$ cat config.mk
export PLATFORM = sky130hd
export DESIGN_NAME = door_motor_sequencer
export DESIGN_NICKNAME = d
export VERILOG_FILES = /design/src/rtl/door_ctrl_pkg.sv /design/src/rtl/btn_debounce.sv /design/src/rtl/door_motor_sequencer.sv
export SDC_FILE = /design/constraint.sdc
export NUM_CORES = 1
export LEC_CHECK = 0
export ABC_CLOCK_PERIOD_IN_PS = 2620
export BUFFER_PORTS_ARGS = -buffer_cell sky130_fd_sc_hd__buf_2
export CORE_MARGIN = 4
export CORE_UTILIZATION = 37
export DETAILED_ROUTE_END_ITERATION = 8
export GPL_TIMING_DRIVEN = 0
export PLACE_DENSITY = 0.64
export RECOVER_POWER = 25
export SLEW_MARGIN = 20
export SYNTH_ARGS = -nofsm -noshare
export SYNTH_HDL_FRONTEND = slang
export SYNTH_SLANG_ARGS = --single-unit
$ cat constraint.sdc
create_clock -name clk -period 2.62 [get_ports clk]
set_input_delay 0.393 -clock clk [delete_from_list [all_inputs] [get_ports clk]]
set_output_delay 0.393 -clock clk [all_outputs]
set_load 0.02 [all_outputs]
$ cat src/rtl/door_ctrl_pkg.sv
// Shared types and helpers for the door motor sequencer.
// State encoding matches the door_state output pins.
package door_ctrl_pkg;

  typedef enum logic [2:0] {
    ST_STOPPED   = 3'd0,
    ST_CLOSED    = 3'd1,
    ST_DEAD      = 3'd2,
    ST_OPENING   = 3'd3,
    ST_OPEN_HOLD = 3'd4,
    ST_CLOSING   = 3'd5,
    ST_FAULT     = 3'd6
  } door_state_e;

  localparam logic DIR_CW  = 1'b1;
  localparam logic DIR_CCW = 1'b0;

  localparam int DEF_RUN_TIMEOUT = 1000;
  localparam int DEF_HOLD_TIME   = 500;
  localparam int DEF_DEAD_TIME   = 4;

  function automatic int timer_w(input int a, input int b, input int c);
    int m;
    m = a;
    if (b > m) m = b;
    if (c > m) m = c;
    return $clog2(m + 1);
  endfunction

  localparam int TIMER_W =
    timer_w(DEF_RUN_TIMEOUT, DEF_HOLD_TIME, DEF_DEAD_TIME);

endpackage

$ cat src/rtl/btn_debounce.sv
// Button conditioner: 2-flop sync, debounce filter, rising-edge pulse.
// Level changes only after DEBOUNCE_CYC consecutive differing samples.
module btn_debounce #(
  parameter int DEBOUNCE_CYC = 16
) (
  input  logic clk,
  input  logic rst,
  input  logic din,
  output logic rise
);

  localparam int CW = $clog2(DEBOUNCE_CYC + 1);

  logic          s1_q, s2_q;
  logic          stable_q, stable_d;
  logic [CW-1:0] cnt_q, cnt_d;
  logic          rise_q, rise_d;

  // Synchronizer for the raw asynchronous button.
  always_ff @(posedge clk or posedge rst) begin
    if (rst) begin
      s1_q <= 1'b0;
      s2_q <= 1'b0;
    end else begin
      s1_q <= din;
      s2_q <= s1_q;
    end
  end

  // Count consecutive samples that disagree with the accepted level.
  always_comb begin
    stable_d = stable_q;
    cnt_d    = '0;
    if (s2_q != stable_q) begin
      if (cnt_q == CW'(DEBOUNCE_CYC - 1)) stable_d = s2_q;
      else cnt_d = cnt_q + 1'b1;
    end
    rise_d = stable_d & ~stable_q;
  end

  // Filter state and one-cycle press pulse.
  always_ff @(posedge clk or posedge rst) begin
    if (rst) begin
      stable_q <= 1'b0;
      cnt_q    <= '0;
      rise_q   <= 1'b0;
    end else begin
      stable_q <= stable_d;
      cnt_q    <= cnt_d;
      rise_q   <= rise_d;
    end
  end

  assign rise = rise_q;

endmodule

$ cat src/rtl/door_motor_sequencer.sv
// Push-button door motor sequencer: open/hold/close with dead time,
// limit stops, obstacle reversal, run timeout and sticky fault.
module door_motor_sequencer #(
  parameter int DEBOUNCE_CYC = 16,
  parameter int RUN_TIMEOUT  = 1000,
  parameter int HOLD_TIME    = 500,
  parameter int DEAD_TIME    = 4
) (
  input  logic       clk,
  input  logic       rst,
  input  logic       press,
  input  logic       lim_open,
  input  logic       lim_closed,
  input  logic       obstacle,
  output logic       open_cw,
  output logic       open_ccw,
  output logic [2:0] door_state,
  output logic       fault
);

  import door_ctrl_pkg::*;

  localparam int TW = timer_w(RUN_TIMEOUT, HOLD_TIME, DEAD_TIME);

  logic        press_evt;
  logic [2:0]  sy1_q, sy2_q;
  logic        lo, lc, obs;

  door_state_e state_q, state_d;
  door_state_e target_q, target_d;
  logic        last_dir_q, last_dir_d;
  logic [TW-1:0] timer_q, timer_d;
  logic        cw_q, cw_d;
  logic        ccw_q, ccw_d;
  logic        fault_q, fault_d;

  btn_debounce #(
    .DEBOUNCE_CYC(DEBOUNCE_CYC)
  ) u_press (
    .clk  (clk),
    .rst  (rst),
    .din  (press),
    .rise (press_evt)
  );

  // Plain 2-flop syncs for limits and obstacle.
  always_ff @(posedge clk or posedge rst) begin
    if (rst) begin
      sy1_q <= '0;
      sy2_q <= '0;
    end else begin
      sy1_q <= {obstacle, lim_closed, lim_open};
      sy2_q <= sy1_q;
    end
  end

  assign lo  = sy2_q[0];
  assign lc  = sy2_q[1];
  assign obs = sy2_q[2];

  // Next state, timer and registered motor outputs.
  always_comb begin
    state_d    = state_q;
    target_d   = target_q;
    last_dir_d = last_dir_q;
    if (state_q != ST_FAULT && lo && lc) begin
      state_d = ST_FAULT;
    end else begin
      case (state_q)
        ST_STOPPED: if (press_evt) begin
          state_d  = ST_DEAD;
          target_d = (last_dir_q == DIR_CW) ? ST_CLOSING : ST_OPENING;
        end
        ST_CLOSED: if (press_evt) begin
          state_d  = ST_DEAD;
          target_d = ST_OPENING;
        end
        ST_DEAD:
          if (timer_q == TW'(DEAD_TIME - 1)) state_d = target_q;
        ST_OPENING:
          if (lo) state_d = ST_OPEN_HOLD;
          else if (press_evt) state_d = ST_STOPPED;
          else if (timer_q == TW'(RUN_TIMEOUT - 1)) state_d = ST_FAULT;
        ST_OPEN_HOLD:
          if (press_evt || timer_q == TW'(HOLD_TIME - 1)) begin
            state_d  = ST_DEAD;
            target_d = ST_CLOSING;
          end
        ST_CLOSING:
          if (obs) begin
            state_d  = ST_DEAD;
            target_d = ST_OPENING;
          end else if (lc) state_d = ST_CLOSED;
          else if (press_evt) state_d = ST_STOPPED;
          else if (timer_q == TW'(RUN_TIMEOUT - 1)) state_d = ST_FAULT;
        ST_FAULT: state_d = ST_FAULT;
        default: state_d = ST_STOPPED;
      endcase
    end

    if (state_d == ST_OPENING) last_dir_d = DIR_CW;
    if (state_d == ST_CLOSING) last_dir_d = DIR_CCW;

    if (state_d != state_q) timer_d = '0;
    else if (timer_q != '1) timer_d = timer_q + 1'b1;
    else timer_d = timer_q;

    cw_d    = (state_d == ST_OPENING);
    ccw_d   = (state_d == ST_CLOSING);
    fault_d = (state_d == ST_FAULT);
  end

  // State, timer and output registers; reset kills the motor at once.
  always_ff @(posedge clk or posedge rst) begin
    if (rst) begin
      state_q    <= ST_STOPPED;
      target_q   <= ST_OPENING;
      last_dir_q <= DIR_CCW;
      timer_q    <= '0;
      cw_q       <= 1'b0;
      ccw_q      <= 1'b0;
      fault_q    <= 1'b0;
    end else begin
      state_q    <= state_d;
      target_q   <= target_d;
      last_dir_q <= last_dir_d;
      timer_q    <= timer_d;
      cw_q       <= cw_d;
      ccw_q      <= ccw_d;
      fault_q    <= fault_d;
    end
  end

  assign open_cw    = cw_q;
  assign open_ccw   = ccw_q;
  assign door_state = state_q;
  assign fault      = fault_q;

endmodule

# [Word-level counts from Yosys, hierarchy flattened]
# Index checks and enable logic that the tools add are counted.
[word_totals] regBits=35 latch_bits=0 mem_count=0 mem_bits_ro=0 in_bits=6 ramBits=0
[op_classes] n_div=0 eq_ne=21 magnitude_cmp=0 reduce_logical=9 add_sub_neg=2 shift=0 muxes=24 multipliers=0 bitwise=3
[ops] operator="3-bit 2-to-1 mux" n=14
[ops] operator="10-bit 2-to-1 mux" n=2
[ops] operator="3-bit case mux with 6 select lines" n=1
[ops] operator="3-bit equality test, second input constant" n=5
[ops] operator="3-bit case mux with 4 select lines" n=1
[ops] operator="10-bit by 1-bit adder with 10-bit output, second input constant" n=1
[ops] operator="10-bit equality test, second input constant" n=1
[ops] operator="10-bit by 2-bit equality test with 1-bit output, second input constant" n=1
[ops] operator="10-bit by 9-bit equality test with 1-bit output, second input constant" n=1
[ops] operator="5-bit 2-to-1 mux" n=2
[ops] operator="10-bit != test, second input constant" n=1
[ops] operator="3-bit by 2-bit equality test with 1-bit output, second input constant" n=3
[ops] operator="6-bit AND reduction" n=1
[ops] operator="5-bit by 1-bit adder with 5-bit output, second input constant" n=1
[ops] operator="5-bit by 4-bit equality test with 1-bit output, second input constant" n=1
[ops] operator="1-bit 2-to-1 mux" n=4
[ops] operator="2-bit by 1-bit != test with 1-bit output, second input constant" n=2
[ops] operator="2-bit != test, second input constant" n=2
[ops] operator="2-bit nonzero test" n=2
[ops] operator="4-bit nonzero test" n=1
[ops] operator="3-bit by 1-bit equality test with 1-bit output, second input constant" n=1
[ops] operator="3-bit logical NOT" n=1
[ops] operator="3-bit != test" n=1
[ops] operator="3-bit != test, second input constant" n=1
[ops] operator="6 further kinds" n=8

# [Longest topological paths before layout]
[logic_depth] word_depth=10 mapped_depth=8 mapped_depth_nobuf=8

# [Hierarchy]
# From an unflattened synthesis, not the netlist that was laid out.
[unflattened] hier_cells=171 hier_area_um2=1732.9
[modules_own_cells] module="door_motor_sequencer" area_each_um2=1383.8 cells_per_inst=145 seq_area_each_um2=626.9 instances=1
[modules_own_cells] module="btn_debounce" area_each_um2=349.1 cells_per_inst=26 seq_area_each_um2=225.2 instances=1

# [Worst setup path after synthesis]
# Ideal clock, no wire load.
[synth_timing] path_kind="register -> register" start="register state_q[0] (netlist: door_state[0])" end="register timer_q[1]" arrival_ns=2.109 required_ns=2.533 slack_ns=0.424 path_buffers=1 path_stages_with_launch=8 period_less_slack_ns=2.196 cell_sequence="dfrtp_1 buf_2 nand3b_1 and3_1 a2111oi_1 a21boi_1 o221ai_2 nor3_1"
[synth_between] elab_chain_cells=8 elab_cells_between_ends=24 cone_classes="eq/ne: 8; mux: 11; reduce/logical: 5"
[synth_rtl] element="from (decl)" line_no="door_motor_sequencer.sv:29" rtl="door_state_e state_q, state_d;"
[synth_rtl] element="from (signal assigned)" line_no="door_motor_sequencer.sv:124" rtl="state_q <= state_d;"
[synth_rtl] element="3-bit 2-to-1 mux" line_no="door_motor_sequencer.sv:83, door_motor_sequencer.sv:95"
[synth_rtl] element="3-bit 2-to-1 mux" line_no="door_motor_sequencer.sv:94" rtl="else if (press_evt) state_d = ST_STOPPED;"
[synth_rtl] element="3-bit 2-to-1 mux" line_no="door_motor_sequencer.sv:93" rtl="end else if (lc) state_d = ST_CLOSED;"
[synth_rtl] element="3-bit 2-to-1 mux" line_no="door_motor_sequencer.sv:90" rtl="if (obs) begin"
[synth_rtl] element="3-bit case mux with 6 select lines" line_no="door_motor_sequencer.sv:69" rtl="case (state_q)"
[synth_rtl] element="3-bit 2-to-1 mux" line_no="door_motor_sequencer.sv:66" rtl="if (state_q != ST_FAULT && lo && lc) begin"
[synth_rtl] element="3-bit != test *" line_no="door_motor_sequencer.sv:104" rtl="if (state_d != state_q) timer_d = '0;"
[synth_rtl] element="10-bit 2-to-1 mux or 2-bit nonzero test (tied branches)"
[synth_rtl] element="to (signal assigned)" line_no="door_motor_sequencer.sv:127" rtl="timer_q <= timer_d;"
[synth_rtl] element="to (decl)" line_no="door_motor_sequencer.sv:32" rtl="logic [TW-1:0] timer_q, timer_d;"
# Every way passes the cells marked *; elsewhere a longest branch is shown, timed or not.
# A chain may end at the register's enable or synchronous reset.

# [Worst setup path after layout]
[layout_timing] start="register timer_q[0]" end="register timer_q[3]"
[layout_between] elab_chain_cells=9 elab_cells_between_ends=19 cone_classes="add/sub: 1; eq/ne: 5; mux: 11; reduce/logical: 2"
[layout_rtl] element="10-bit equality test" line_no="door_motor_sequencer.sv:83, door_motor_sequencer.sv:95"
[layout_rtl] element="3-bit 2-to-1 mux" line_no="door_motor_sequencer.sv:83, door_motor_sequencer.sv:95"
[layout_rtl] element="3-bit 2-to-1 mux" line_no="door_motor_sequencer.sv:94"
[layout_rtl] element="3-bit 2-to-1 mux" line_no="door_motor_sequencer.sv:93"
[layout_rtl] element="3-bit 2-to-1 mux" line_no="door_motor_sequencer.sv:90"
[layout_rtl] element="3-bit case mux with 6 select lines" line_no="door_motor_sequencer.sv:69"
[layout_rtl] element="3-bit 2-to-1 mux" line_no="door_motor_sequencer.sv:66"
[layout_rtl] element="3-bit != test" line_no="door_motor_sequencer.sv:104"
[layout_rtl] element="10-bit 2-to-1 mux or 2-bit nonzero test (tied branches)"
# Several ways; a longest one is shown, not always the timed one. The select of a mux whose other input is x is not followed.

==> run_results.csv <==
group,metric,value,unit
run_status,status,"completed",
die,die_h,76.9,um
cells_and_area,multi_input_area,870,um^2
clocking,ctsHoldBuffers,0,
synthesis,netlist_top_cells_area,"dfrtp_1 (47%), xor2_1 (3.5%), nor3_1 (3.1%)",
cells_and_area,area_delta_synth_final,15.9,%
clocking,cts_buffers,5,
grt,first_global_vias,1220,
grt,grtUsageTotal,12.3,%
sta,skew,0.00204,ns
clocking,cts.sinks,34,
sta,max_slew.worst_pin.slew,1.27,ns
placement,place_congestion,0.820,
placement,port_buffers,11,
power,ir_drop,0.303,mV
detailed_routing,dr.pass1.iters,4,
critical_path,criticalPathCategory,"reg2reg",
sta,drv_slew,0,
synthesis,synth_nets,175,
synthesis,synth-async-reset-ratio,100,%
synthesis,ys.flop_type,"dfrtp_1",
detailed_routing,wl_met1,1.63,mm
detailed_routing,wire_per_inst,14.2,um
clocking,worstSkewPairLatency,0.29,ns
critical_path,critical_path_arrival,2.64,ns
die,io_pins,12,
grt,globalRoute.totalOverflow,0,
critical_path,path_max_fanout,10,
job,maxCapViolCount,0,
grt,antenna_found_initial,0,
synthesis,yosysMostFrequentCell,"dfrtp_1",
die,initial_core_util,39.2,%
placement,dpl-instance-area,0.00187,mm^2
power,power_leakage,0.000944,uW
die,rows,24,
synthesis,yosys.area.top_type,"dfrtp_1",
clocking,root_buffer,"clkbuf_8",
synthesis,synth_common_cells,"dfrtp_1 (33), nor2_1 (11), nor3_1 (11)",
detailed_routing,wl_met3,197,um
sta,rsz0062_at_grt,"yes",
synthesis,ys_seq_area_share,48.6,%
sta,holdWs,0.207,ns
placement,post-dp-hpwl,2.39,mm
detailed_routing,antenna_left,0,
synthesis,yosys_register_bits,34,
placement,place_inst,230,
sta,fmax,410,MHz
cells_and_area,diodes,0,
die,die_w,76.9,um
sta,period_share,93.1,%
clocking,clk_pin_slew,0.07,ns
critical_path,endpoint_kind,"register",
detailed_routing,met2WireLength,1.51,mm
detailed_routing,remaining_drc_errors,0,
sta,setup_viol,0,
critical_path,cp_data_required_time,2.82,ns
grt,grt_pass1_wl,5.76,mm
synthesis,ys_types,47,
sta,relSlewSlack,15.4,%
synthesis,synth_edf_count,0,
detailed_routing,vias_per_cell,5.57,
power,p_total,1890,uW
clocking,cts_tree,"built",
cells_and_area,drive_gt1_share,21.0,%
clocking,cts_max_level,2,
cells_and_area,seq_area,852,um^2
cells_and_area,fin_cells,238,
synthesis,synth.top_cell.area_share,47.1,%
die,core_area,0.00447,mm^2
worst_hold_path,hp-class,"in2reg",
synthesis,synth_cells,167,
sta,timing.final.hold_violations,0,
detailed_routing,drt-initial-drc-count,176,
critical_path,worst_setup_path_start_kind,"register",
detailed_routing,highest_layer,"met4",
cells_and_area,final_nets,193,
grt,grt_max_degree,35,
power,p_per_area,931,mW/mm^2
synthesis,syn_avg_cell_area,10.5,um^2
clocking,clock_path_buffers,2,
detailed_routing,via_count,1326,
cells_and_area,fill_cells,427,
die,die-area,0.00591,mm^2
cells_and_area,final_cell_area,0.00203,mm^2
synthesis,yosys_warnings,0,
detailed_routing,drt-total-wl,3.38,mm
synthesis,syn_area,0.00175,mm^2
sta,fin_crit,2.44,ns
==> worst paths after layout <==
| path | startpoint | endpoint | slack (ns) | depth (start not counted) |
|---|---|---|---|---|
| setup / recovery | timer_q[0] | timer_q[3] | 0.18 | 7 |
| hold / removal | lim_closed | sy1_q[1] | 0.21 | 1 |
| setup reg to reg | timer_q[0] | timer_q[3] | 0.18 | 7 |
| hold reg to reg | sy1_q[2] | sy2_q[2] | 0.35 | 0 |
| max in group asynchronous | rst | timer_q[9] | 1.42 | 2 |
| min in group asynchronous | rst | u_press.cnt_q[1] | 0.45 | 2 |
==> power breakdown <==
group	internal (uW)	switching, uW
Combinational	257	369
Sequential	594	72.0
Clock	406	197
==> state kept, by name, indices dropped and copies added (netlist names) <==
signal            cells
u_press.s1_q          1
open_ccw              1
sy2_q                 3
open_cw               1
target_q              2
u_press.rise          1
sy1_q                 3
u_press.stable_q      1
fault                 1
last_dir_q            1
door_state            3
u_press.cnt_q         5
u_press.s2_q          1
timer_q              10
==> layout make-up <==
class | instances | area share, %
buffer | 5 | 1.48
sequential | 34 | 41.9
timing repair buffer | 11 | 2.71
inverter | 5 | 0.923
clock buffer | 6 | 4.06
tap | 52 | 3.20
clock inverter | 2 | 2.95
multi-input combinational | 123 | 42.8
==> cell usage in the layout (no fill, tap or decap), drive strengths merged, types with 2 or more instances in the layout <==
cell type,netlist,final
nand4,3,3
or4b,2,2
nor2b,4,4
a21boi,3,3
nor2,11,11
nand2b,5,5
nand3,5,5
mux2i,3,3
dfrtp,33,33
clkbuf,0,6
nor3b,3,3
and3b,3,3
o21ai,10,10
and4,2,2
a21oi,3,3
inv,5,5
xor2,7,7
a21o,3,3
nand2,9,9
o221a,2,2
and2,2,2
nor4,4,4
bufinv,0,2
mux2,2,2
or3b,2,2
nor4b,2,2
nor3,11,11
buf,5,16
and3,3,3
ha,2,2
a31oi,4,4
nand3b,3,3
==> timing repair <==
| action | 4_1_cts | 5_1_grt |
|---|---|---|
| endpoints found under the setup margin | 0 | 10 |
| setup buffers | 0 | 0 |
| gates resized for setup | 0 | 2 |
==> critical path, stage by stage, from the launching register on <==
cell	delay (ns)
dfrtp_1	0.41
ha_1	0.24
or3b_2	0.53
nor4_2	0.19
o221a_2	0.23
nor4b_4	0.29
o221ai_4	0.23
nor3_1	0.23
==> cell families after synthesis <==
logic type | count (synthesis) | synth area share, %
xor+xnor | 8 | 3.99
buf+inv | 10 | 2.78
compound gates | 29 | 11.3
simple gates | 79 | 28.9
mux | 5 | 3.00
flops | 34 | 48.6
fa+ha+maj | 2 | 1.43
==> per-stage QoR <==
step	setup slack [ns]	util (%)	setup TNS, ns
finish	0.182	45.4	0
global route	-0.0132	45.4	-0.0213
CTS	0.0733	45.1	0
detailed placement	0.0870	41.9	0
global placement	0.147	41.9	0
floorplan	0.424	-	0
==> layer usage <==
| metal | vias to the layer above | global-route usage (%) |
|---|---|---|
| met4 | 0 | 4.89 |
| met1 | 638 | 16.7 |
| met3 | 6 | 3.16 |
| met5 | - | 0 |
| li1 | 641 | - |
| met2 | 41 | 18.6 |
(Power assumes the default switching activity.)
